File: config.mk
export PLATFORM = sky130hd
export DESIGN_NAME = mem_access_unit
export DESIGN_NICKNAME = d
export VERILOG_FILES = /design/src/rtl/mem_access_unit.sv
export SDC_FILE = /design/constraint.sdc
export NUM_CORES = 1
export LEC_CHECK = 0
export CAP_MARGIN = 20
export CORE_MARGIN = 2
export CORE_UTILIZATION = 45
export DETAILED_ROUTE_END_ITERATION = 16
export DONT_BUFFER_PORTS = 1
export SYNTH_ARGS = -nofsm -noshare
export SYNTH_HDL_FRONTEND = slang
export SYNTH_SLANG_ARGS = --single-unit
File: constraint.sdc
create_clock -name clk -period 3.2 [get_ports clk]
set_input_delay 0.48 -clock clk [delete_from_list [all_inputs] [get_ports clk]]
set_output_delay 0.48 -clock clk [all_outputs]
set_load 0.02 [all_outputs]
File: src/rtl/mem_access_unit.sv
// MEM-stage load/store unit: formats loads/stores, drives the data-memory
// req/ack bus, stalls the pipeline until each access completes.
module mem_access_unit #(
   parameter int unsigned ACK_TIMEOUT = 16
) (
   input  logic        clk,
   input  logic        rst,
   input  logic        MEM_Valid,
   input  logic        MEM_MemRead,
   input  logic        MEM_MemWrite,
   input  logic [1:0]  MEM_MemSize,
   input  logic        MEM_LoadSigned,
   input  logic [31:0] MEM_AluResult,
   input  logic [31:0] MEM_StoreData,
   input  logic [4:0]  MEM_Reg_WriteAddr_In,
   input  logic        MEM_Reg_WriteEn_In,
   output logic [4:0]  MEM_Reg_WriteAddr,
   output logic        MEM_Reg_WriteEn,
   output logic [31:0] MEM_Reg_WriteData,
   output logic        MEM_Stall,
   output logic        MEM_AddrErr,
   output logic        MEM_BusErr,
   output logic        dmem_req,
   output logic        dmem_we,
   output logic [31:0] dmem_addr,
   output logic [3:0]  dmem_be,
   output logic [31:0] dmem_wdata,
   input  logic        dmem_ack,
   input  logic [31:0] dmem_rdata
);

   // state | meaning
   // IDLE  | pass-through; launches aligned memops, flags misaligned ones
   // REQ   | bus request outstanding, counting toward the ack timeout
   // DONE  | one-cycle retire of the access to MEM/WB
   typedef enum logic [1:0] {IDLE, REQ, DONE} state_t;

   localparam logic [7:0] CNT_LAST = 8'(ACK_TIMEOUT - 1);

   state_t      state_q, state_d;
   logic        req_q, req_d;
   logic        we_q, we_d;
   logic [31:0] addr_q, addr_d;
   logic [3:0]  be_q, be_d;
   logic [31:0] wdata_q, wdata_d;
   logic [31:0] rdata_q, rdata_d;
   logic        err_q, err_d;
   logic [7:0]  cnt_q, cnt_d;

   logic        memop;
   logic        size_byte, size_half, size_word;
   logic        misalign;
   logic [3:0]  be_store;
   logic [31:0] wdata_store;
   logic [7:0]  ld_byte;
   logic [15:0] ld_half;
   logic [31:0] ld_fmt;

   assign memop     = MEM_Valid & (MEM_MemRead | MEM_MemWrite);
   assign size_byte = (MEM_MemSize == 2'b00);
   assign size_half = (MEM_MemSize == 2'b01);
   assign size_word = MEM_MemSize[1];
   assign misalign  = (size_half & MEM_AluResult[0]) |
                      (size_word & (|MEM_AluResult[1:0]));

   always_comb begin
      be_store    = 4'b1111;
      wdata_store = MEM_StoreData;
      if (size_byte) begin
         be_store    = 4'b0001 << MEM_AluResult[1:0];
         wdata_store = {4{MEM_StoreData[7:0]}};
      end else if (size_half) begin
         be_store    = 4'b0011 << MEM_AluResult[1:0];
         wdata_store = {2{MEM_StoreData[15:0]}};
      end
   end

   // Little-endian lane select; address/size are held stable by upstream during REQ.
   always_comb begin
      ld_byte = dmem_rdata[{MEM_AluResult[1:0], 3'b000} +: 8];
      ld_half = MEM_AluResult[1] ? dmem_rdata[31:16] : dmem_rdata[15:0];
      if (size_byte)
         ld_fmt = {{24{MEM_LoadSigned & ld_byte[7]}}, ld_byte};
      else if (size_half)
         ld_fmt = {{16{MEM_LoadSigned & ld_half[15]}}, ld_half};
      else
         ld_fmt = dmem_rdata;
   end

   always_ff @(posedge clk or negedge rst) begin
      if (!rst) begin
         state_q <= IDLE;
         req_q   <= 1'b0;
         we_q    <= 1'b0;
         addr_q  <= 32'h0;
         be_q    <= 4'h0;
         wdata_q <= 32'h0;
         rdata_q <= 32'h0;
         err_q   <= 1'b0;
         cnt_q   <= 8'h0;
      end else begin
         state_q <= state_d;
         req_q   <= req_d;
         we_q    <= we_d;
         addr_q  <= addr_d;
         be_q    <= be_d;
         wdata_q <= wdata_d;
         rdata_q <= rdata_d;
         err_q   <= err_d;
         cnt_q   <= cnt_d;
      end
   end

   always_comb begin
      state_d           = state_q;
      req_d             = req_q;
      we_d              = we_q;
      addr_d            = addr_q;
      be_d              = be_q;
      wdata_d           = wdata_q;
      rdata_d           = rdata_q;
      err_d             = err_q;
      cnt_d             = cnt_q;
      MEM_Reg_WriteAddr = MEM_Reg_WriteAddr_In;
      MEM_Reg_WriteEn   = 1'b0;
      MEM_Reg_WriteData = MEM_AluResult;
      MEM_Stall         = 1'b0;
      MEM_AddrErr       = 1'b0;
      MEM_BusErr        = 1'b0;
      case (state_q)
         IDLE: begin
            if (memop && misalign) begin
               MEM_AddrErr = 1'b1;
            end else if (memop) begin
               MEM_Stall = 1'b1;
               state_d   = REQ;
               req_d     = 1'b1;
               we_d      = MEM_MemWrite;
               addr_d    = {MEM_AluResult[31:2], 2'b00};
               be_d      = MEM_MemWrite ? be_store : 4'b1111;
               wdata_d   = MEM_MemWrite ? wdata_store : 32'h0;
               cnt_d     = 8'h0;
            end else begin
               MEM_Reg_WriteEn = MEM_Valid & MEM_Reg_WriteEn_In;
            end
         end
         REQ: begin
            MEM_Stall = 1'b1;
            cnt_d     = cnt_q + 8'd1;
            // An ack on the final timeout cycle still wins.
            if (dmem_ack) begin
               req_d   = 1'b0;
               err_d   = 1'b0;
               state_d = DONE;
               if (!we_q)
                  rdata_d = ld_fmt;
            end else if (cnt_q == CNT_LAST) begin
               req_d   = 1'b0;
               err_d   = 1'b1;
               state_d = DONE;
            end
         end
         DONE: begin
            MEM_BusErr = err_q;
            state_d    = IDLE;
            if (!we_q) begin
               MEM_Reg_WriteEn   = MEM_Reg_WriteEn_In & ~err_q;
               MEM_Reg_WriteData = rdata_q;
            end
         end
         default: state_d = IDLE;
      endcase
   end

   assign dmem_req   = req_q;
   assign dmem_we    = we_q;
   assign dmem_addr  = addr_q;
   assign dmem_be    = be_q;
   assign dmem_wdata = wdata_q;

endmodule
==> flow_metrics.env, run 1 <==
export IMPL_diodes=0
export IMPL_syn_inst=579
export IMPL_p_leak_nw=2.770
export IMPL_p_sw_share_pct=36.09
export IMPL_cp_max_fo=12
export IMPL_grt_max_degree=112
export IMPL_crit_arrival_ps=2100
export IMPL_setup_viol=0
export IMPL_cts_tree="built"
export IMPL_synth_compound_area_share_pct=15.76
export IMPL_internal_power_mw=3.038
export IMPL_clockBufferDepth=2
export IMPL_start_kind="flop"
export IMPL_fin_nets=662
export IMPL_power_density_nw_per_um2=708.0
export IMPL_fin_crit_ps=2579
export IMPL_async_flop_share_pct=100.0
export IMPL_cts_resized=0
export IMPL_worstPathRequired_ps=2720
export IMPL_fp_row_count=43
export IMPL_final_util_pct=48.56
export IMPL_die_height_um=122.7
export IMPL_grt_antenna_before_repair=0
export IMPL_grt_overflow_total=0
export IMPL_synth_top_cell_by_area="dfrtp_1"
export IMPL_critical_path_top_delay_family="simple AND/OR/NAND/NOR gates"
export IMPL_io_pins=222
export IMPL_cp_end_kind="primary output"
export IMPL_areaGrowthSynthToFinish_pct=5.964
export IMPL_fp_dieW_um=122.7
export IMPL_relSlewSlack_pct=25.39
export IMPL_peakVddDrop_mv=0.3454
export IMPL_cap_violations=0
export IMPL_drc_errors=0
export IMPL_grt_usage_pct=23.06
export IMPL_holdWs_ps=74.71
export IMPL_status="complete, no violations"
export IMPL_die_area_um2=15050
export IMPL_core_um2=13830
export IMPL_power_switching_mw=1.715
export IMPL_wl_per_cell_um=23.69
export IMPL_first_global_vias=4557
export IMPL_dp_hpwl_mm=11.92
export IMPL_ys_flop_type="dfrtp_1"
export IMPL_final_antenna_net_count=0
export IMPL_synthSimpleGateAreaFrac_pct=8.432
export IMPL_hold_violations=0
export IMPL_via_per_inst=6.329
export IMPL_final_cell_area_um2=6714
export IMPL_wirelength_mm=17.22
export IMPL_comb_power_share_pct=21.6
export IMPL_htree_num_levels=3
export IMPL_final_period_utilization_pct=80.59
export IMPL_drive_above_1_share_pct=22.12
export IMPL_gp_congestion=0.8315
export IMPL_slowest_delay_ps=610
export IMPL_slew_violations=0
export IMPL_syn_area_um2=6336
export IMPL_crit_type="flop to primary output"
export IMPL_ys_seq_area_share_pct=43.84
export IMPL_io_buffer_count=0
export IMPL_grt_setup_unrepaired="false"
export IMPL_pre_cts_ws_ps=714.3
export IMPL_clock_latency_ps=350
export IMPL_hold_class="primary input to async pin"
export IMPL_cts_buffers_inserted=9
export IMPL_dr_total_vias=4601
export IMPL_yosys_warnings=0
export IMPL_ys_types=55
export IMPL_worst_pin_slew_ps=1117
export IMPL_yosysTopAreaCellShare_pct=43.84
export IMPL_tns_ps=0
export IMPL_placed_area_um2=6412
export IMPL_synthXorXnorAreaFrac_pct=0
export IMPL_first_pass_iters=5
export IMPL_path_clk_slew_ps=70
export IMPL_skew_ps=6.523
export IMPL_synth_mux_area_share_pct=25.18
export IMPL_cts_root_buf="clkbuf_16"
export IMPL_layout_setup_ws_ps=621.1
export IMPL_fmax_mhz=387.8
export IMPL_avgSynthCellArea_um2=10.94
export IMPL_cts_hold_fix_buffers=1
export IMPL_cts_setup_buffers=0
export IMPL_synth_top_family_by_area="multiplexers"
export IMPL_dr_first_iter_drc_count=325
export IMPL_slowest_stage="or3b_1"
export IMPL_seqPwrFrac_pct=55.4
export IMPL_synth_fa_ha_area_share_pct=0.9874
export IMPL_power_frac_clock_pct=22.9
export IMPL_path_cells="or3b_1 > o41ai_2 > buf_4"
export IMPL_ys_ff_latch=111
export IMPL_worst_path_buf_inv=1
export IMPL_start_util_pct=45.82
export IMPL_grt_pass1_wl_mm=26.43
export IMPL_yosys_top_cells_count="111 x dfrtp_1, 81 x mux2_2, 51 x mux2i_1"
export IMPL_synth_edf_count=0
export IMPL_clock_sinks=111
export IMPL_synthTopCellsByArea="dfrtp_1 44%, mux2_2 14%, mux2i_1 8.1%"
export IMPL_synth_most_common_cell="dfrtp_1"
## metal layers
layer	wire length, um	global-route usage [%]
met3	1616	8.643
met5	0	0
met4	254	5.460
met2	8029	34.50
met1	7319	31.72
## state kept, by name, summed over array words and instances (netlist names)
| signal | flops |
|---|---|
| state_q | 2 |
| rdata_q | 32 |
| dmem_be | 4 |
| dmem_req | 1 |
| cnt_q | 8 |
| dmem_addr | 30 |
| err_q | 1 |
| dmem_we | 1 |
| dmem_wdata | 32 |
## metrics by stage
step                instances  total power [mW]
floorplan                 580             3.388
CTS                       727             4.800
global route              727             5.049
finish                    727             4.753
detailed placement        714             3.659
global placement          714             3.610
## cell type report
type	count	area (um^2)
Timing Repair Buffer	14	125.1
Multi-Input combinational cell	387	3226
Inverter	23	86.33
Sequential cell	111	2778
Fill cell	1299	7113
Clock buffer	10	239.0
Tap cell	180	225.2
Clock inverter	2	35.03
## cells by family (layout without fill, tap and decap cells)
| logic type | count (synthesis) | in the layout |
|---|---|---|
| AOI/OAI and AO/OA | 137 | 137 |
| adders and majority gates | 5 | 5 |
| muxes | 140 | 140 |
| other | 1 | 2 |
| buffers and inverters | 82 | 49 |
| DFF | 111 | 111 |
| and+or+nand+nor | 103 | 103 |
## worst paths after layout
check	start	end	slack [ps]	depth (start not counted)
max in group asynchronous	rst	dmem_addr[30]	2700	1
worst max register to register	state_q[0]	dmem_addr[30]	680	3
worst min register to register	cnt_q[0]	cnt_q[0]	530	1
worst max-delay path	state_q[0]	MEM_Stall	620	3
worst min-delay path	rst	dmem_addr[11]	70	1
min in group clk	dmem_ack	err_q	220	1
## power by group through the flow
| stage | clock (mW) | sequential [mW] | combinational, mW |
|---|---|---|---|
| global placement | 0 | 2.65 | 0.964 |
| detailed placement | 0 | 2.66 | 1.00 |
| floorplan | 0 | 2.48 | 0.904 |
| CTS | 1.12 | 2.64 | 1.04 |
| finish | 1.09 | 2.63 | 1.03 |
| global route | 1.19 | 2.70 | 1.16 |
## layout by cell type (no fill, tap or decap), types with 3 or more instances in the layout
cell type  netlist  final
nor2b_1         12     12
a31oi_1         15     15
a21oi_1         26     26
inv_1           23     23
buf_4            7     13
nor2_1          33     33
a32oi_1         13     13
o22a_1           3      3
mux4_2           7      7
ha_1             5      5
clkbuf_16        0      9
o211ai_1         7      7
a22oi_1          3      3
a21o_1          16     16
o31ai_1          8      8
mux2_2          81     81
dfrtp_1        111    111
mux2i_1         51     51
a221oi_1        17     17
o22ai_1          3      3
a211oi_1         8      8
nor3_1           3      3
nand2_1         27     27
o21ai_0          4      4
o41ai_1          7      7
Power figures use the tool's default switching activity.
==> run 2, diff against run 1 <==
==> constraint.sdc (replaced) <==
create_clock -name clk -period 2.7 [get_ports clk]
set_input_delay 0.405 -clock clk [delete_from_list [all_inputs] [get_ports clk]]
set_output_delay 0.405 -clock clk [all_outputs]
set_load 0.02 [all_outputs]
==> flow_metrics.env, run 2 (same netlist as run 1, synthesis figures left out) <==
export IMPL_fp_dieW_um=122.7
export IMPL_io_buffer_count=0
export IMPL_tns_ps=0
export IMPL_fillers=1271
export IMPL_core_um2=13830
export IMPL_final_cell_mix="111 x dfrtp_1, 81 x mux2_2, 51 x mux2i_1"
export IMPL_cts_root_buf="clkbuf_16"
export IMPL_power_mw=5.778
export IMPL_start_kind="flop"
export IMPL_fin_crit_ps=2393
export IMPL_failed_checks="negative hold slack"
export IMPL_crit_arrival_ps=1990
export IMPL_holdWs_ps=-262.3
export IMPL_final_cell_area_um2=6802
export IMPL_critical_path_top_delay_family="flip-flops"
export IMPL_worst_pin_slew_ps=890.5
export IMPL_drive_above_1_share_pct=23.61
export IMPL_clockBufferDepth=2
export IMPL_die_height_um=122.7
export IMPL_hold_violations=111
export IMPL_crit_type="flop to primary output"
export IMPL_io_pins=222
export IMPL_dp_hpwl_mm=12.03
export IMPL_relSlewSlack_pct=40.57
export IMPL_slowest_delay_ps=550
export IMPL_status="complete, but fails checks"
export IMPL_wirelength_mm=17.23
export IMPL_skew_ps=4.814
export IMPL_fp_row_count=43
export IMPL_peakVddDrop_mv=0.4939
export IMPL_dr_total_vias=4643
export IMPL_final_period_utilization_pct=88.62
export IMPL_fin_nets=670
export IMPL_fmax_mhz=417.9
export IMPL_grt_usage_pct=22.58
export IMPL_cts_tree="built"
export IMPL_grt_overflow_total=0
export IMPL_placed_area_um2=6480
export IMPL_diodes=0
export IMPL_path_clk_slew_ps=70
export IMPL_htree_num_levels=3
export IMPL_first_pass_iters=6
export IMPL_slew_violations=0
export IMPL_final_util_pct=49.19
export IMPL_drc_errors=0
export IMPL_grt_max_degree=112
export IMPL_clock_sinks=111
export IMPL_dr_first_iter_drc_count=381
export IMPL_via_per_inst=6.283
export IMPL_clock_latency_ps=360
export IMPL_setup_viol=0
export IMPL_cp_end_kind="primary output"
export IMPL_power_density_nw_per_um2=849.5
export IMPL_mostFrequentLayoutCell="dfrtp_1"
export IMPL_cts_buffers_inserted=9
export IMPL_gp_congestion=0.8112
export IMPL_seq_area_um2=2778
export IMPL_worst_path_buf_inv=1
export IMPL_grt_pass1_wl_mm=25.85
export IMPL_start_util_pct=45.82
export IMPL_p_leak_nw=2.825
export IMPL_cap_violations=0
export IMPL_first_global_vias=4473
export IMPL_cp_max_fo=24
export IMPL_wl_per_cell_um=23.32
export IMPL_multi_input_area_um2=3226
export IMPL_path_cells="nor3b_4 > buf_4 > a22o_1 > and3_1"
export IMPL_hold_class="primary input to async pin"
export IMPL_die_area_um2=15050
export IMPL_areaGrowthSynthToFinish_pct=7.346
export IMPL_grt_setup_unrepaired="false"
export IMPL_final_antenna_net_count=0
export IMPL_slowest_stage="dfrtp_1"
export IMPL_grt_antenna_before_repair=0
export IMPL_worstPathRequired_ps=2300
[run 2: cell types whose count changed in the layout (fill, tap and decap cells not counted), sizes merged]
cell,change
bufinv,+1
buf,+8
clkbuf,+1
inv,+1
clkinv,+1
[run 2: final timing paths]
check	slack, ps	startpoint	cells after the start	endpoint
max in group asynchronous	2820	rst	0	dmem_wdata[20]
worst max-delay path	310	dmem_we	4	MEM_Reg_WriteEn
worst max register to register	520	state_q[0]	5	dmem_wdata[28]
min in group clk	140	dmem_ack	1	err_q
worst min register to register	510	cnt_q[0]	1	cnt_q[0]
worst min-delay path	-260	rst	0	dmem_addr[13]
[run 2: worst register-to-register path: stages (launching register included)]
cell and delay, ps:
dfrtp_1 380, or3b_1 420, buf_4 190, nor4_2 290, buf_4 380, mux2_2 400
[run 2: area by class of cell]
type | instances | area share (%)
multi-input combinational | 387 | 47.42
sequential | 111 | 40.84
clock buffer | 11 | 3.569
tap | 180 | 3.311
timing repair buffer | 22 | 2.428
inverter | 23 | 1.269
clock inverter | 5 | 1.159
[run 2: where the power goes]
| part | leakage (nW) | internal, mW | switching, mW |
|---|---|---|---|
| clock network | 0.160 | 0.840 | 0.616 |
| logic | 1.31 | 0.632 | 0.581 |
| registers | 1.35 | 2.26 | 0.853 |
[run 2: routing by layer]
metal	routed length, um	share of wire [%]	track usage (%)
met5	0	0	0
met4	274	1.6	6.753
met3	1595	9.3	7.017
met2	7952	46	34.63
met1	7412	43	30.61
[run 2: repair_timing]
action,4_1_cts,5_1_grt
resized for setup,0,0
hold endpoints to repair,111,111
setup buffers,0,0
[run 2: metrics by stage]
step / setup slack [ps] / cells
after floorplan: 314.4 / 580
final: 307.1 / 739
after CTS: 267.8 / 739
after global routing: 230.8 / 739
after global placement: 561.2 / 723
after detailed placement: 520.4 / 723
==> run 3, diff against run 2 <==
--- a/config.mk
+++ b/config.mk
@@ -5,6 +5,7 @@
 export SDC_FILE = /design/constraint.sdc
 export NUM_CORES = 1
 export LEC_CHECK = 0
+export ABC_AREA = 1
 export CAP_MARGIN = 20
 export CORE_MARGIN = 2
 export CORE_UTILIZATION = 45
==> flow_metrics.env, run 3 <==
export IMPL_ys_seq_area_share_pct=45.81
export IMPL_crit_arrival_ps=1940
export IMPL_path_clk_slew_ps=80
export IMPL_tns_ps=0
export IMPL_gp_congestion=0.8664
export IMPL_syn_inst=872
export IMPL_rr_startpoint="state_q[1]"
export IMPL_cts_resized=0
export IMPL_ys_flop_type="dfrtp_1"
export IMPL_fp_row_count=42
export IMPL_clockBufferDepth=2
export IMPL_async_flop_share_pct=100.0
export IMPL_holdWs_ps=-264.6
export IMPL_start_kind="flop"
export IMPL_avgSynthCellArea_um2=6.953
export IMPL_worst_pin_slew_ps=908.5
export IMPL_power_density_nw_per_um2=847.1
export IMPL_htree_num_levels=3
export IMPL_wirelength_mm=16.83
export IMPL_placed_area_um2=6087
export IMPL_critical_path_top_delay_family="compound AO/OA/AOI/OAI gates"
export IMPL_worstPathRequired_ps=2300
export IMPL_first_pass_iters=5
export IMPL_fp_dieW_um=120.1
export IMPL_synthTopCellsByArea="dfrtp_1 46%, nand2_1 26%, nand3_1 4.7%"
export IMPL_fmax_mhz=425.9
export IMPL_clock_latency_ps=350
export IMPL_dp_cells=1006
export IMPL_skew_ps=7.940
export IMPL_yosys_top_cells_count="420 x nand2_1, 111 x dfrtp_1, 57 x nand3_1, 57 x nor2_1, 56 x inv_1"
export IMPL_drc_errors=0
export IMPL_seq_area_um2=2778
export IMPL_final_period_utilization_pct=86.96
export IMPL_cts_root_buf="clkbuf_16"
export IMPL_dr_first_iter_drc_count=509
export IMPL_slowest_delay_ps=750
export IMPL_ys_types=30
export IMPL_slew_violations=0
export IMPL_status="complete, but fails checks"
export IMPL_areaGrowthSynthToFinish_pct=5.510
export IMPL_synth_edf_count=0
export IMPL_grt_usage_pct=23.67
export IMPL_grt_antenna_before_repair=0
export IMPL_grt_max_degree=112
export IMPL_clock_sinks=111
export IMPL_fillers=1344
export IMPL_grt_pass1_wl_mm=26.99
export IMPL_hold_violations=111
export IMPL_cts_buffers_inserted=9
export IMPL_diodes=0
export IMPL_cp_max_fo=33
export IMPL_grt_setup_unrepaired="false"
export IMPL_finalNonFillerCells=1022
export IMPL_grt_overflow_total=0
export IMPL_die_height_um=120.1
export IMPL_crit_start="dmem_we"
export IMPL_failed_checks="negative hold slack"
export IMPL_core_um2=13190
export IMPL_yosys_warnings=0
export IMPL_dr_total_vias=5432
export IMPL_final_cell_area_um2=6397
export IMPL_mostFrequentLayoutCell="nand2_1"
export IMPL_fin_crit_ps=2348
export IMPL_setup_viol=0
export IMPL_yosysTopAreaCellShare_pct=45.81
export IMPL_fin_nets=957
export IMPL_cts_setup_buffers=0
export IMPL_peakVddDrop_mv=0.3139
export IMPL_io_buffer_count=0
export IMPL_synth_most_common_cell="nand2_1"
export IMPL_via_per_inst=5.315
export IMPL_cap_violations=0
export IMPL_start_util_pct=45.97
export IMPL_drive_above_1_share_pct=5.083
export IMPL_crit_type="flop to primary output"
export IMPL_final_antenna_net_count=0
export IMPL_relSlewSlack_pct=38.79
export IMPL_final_cell_mix="420 x nand2_1, 111 x dfrtp_1, 57 x nand3_1"
export IMPL_dp_hpwl_mm=11.97
export IMPL_synth_top_cell_by_area="dfrtp_1"
export IMPL_cts_tree="built"
export IMPL_ys_ff_latch=111
export IMPL_io_pins=222
export IMPL_wl_per_cell_um=16.47
export IMPL_worst_path_buf_inv=1
export IMPL_cp_end_kind="primary output"
export IMPL_p_leak_nw=3.510
export IMPL_slowest_stage="o21ai_0"
export IMPL_multi_input_area_um2=2796
export IMPL_die_area_um2=14420
export IMPL_syn_area_um2=6063
export IMPL_hold_class="primary input to async pin"
export IMPL_first_global_vias=5333
export IMPL_path_cells="nor2_2 > buf_4 > o21ai_0"
==> run 3: changes by cell type after synthesis, sizes merged, moves of 38 or more <==
cell and change:
nand3 +58, o21ai +38, mux2 -82, inv +39, mux2i -51, nand2 +395
==> run 3: cell type report <==
type	instances	area share, %
clock buffers	13	4.225
flip-flops and latches	111	43.42
inverters	62	3.638
clock inverters	3	0.6259
multi-input cells	649	43.71
well taps	176	3.442
repair buffers	8	0.9388
==> run 3: cell families after synthesis <==
group	after synthesis	share of synthesized area (%)
compound gates	91	7.986
fa+ha+maj	5	1.032
buf+inv	113	8.172
flops	111	45.81
other cells	1	0.06185
simple gates	551	36.94
==> run 3: metrics by stage <==
stage / setup WS (ps) / utilization (%) / power, mW / hold WS [ps]
CTS: 340.0 / 48.50 / 5.448 / -271.7
global route: 267.0 / 48.50 / 5.738 / -274.5
global placement: 742.4 / 46.15 / 3.994 / 113.2
detailed placement: 728.1 / 46.15 / 4.049 / 112.2
finish: 352.0 / 48.50 / 5.419 / -264.6
floorplan: 726.8 / - / 3.789 / 109.4
==> run 3: metal layers <==
layer  wire length (um)  GRT usage [%]
met5                  0              0
met4                461          10.15
met1               7113          30.28
met2               7574          36.72
met3               1680          7.795
==> run 3: worst paths after layout <==
check	to	slack [ps]	cells past startpoint
max	MEM_Reg_WriteData[1]	350	3
min	dmem_wdata[25]	-260	0
max reg2reg	rdata_q[12]	820	7
min reg2reg	rdata_q[0]	480	2
max in group asynchronous	dmem_wdata[9]	2760	0
min in group clk	err_q	130	1
==> run 3: where the power goes <==
group	switching (mW)	internal, mW	leakage, nW
clock network	0.613	0.794	0.156
logic	0.681	0.387	1.96
registers	0.736	2.21	1.40
total	2.03	3.39	3.51
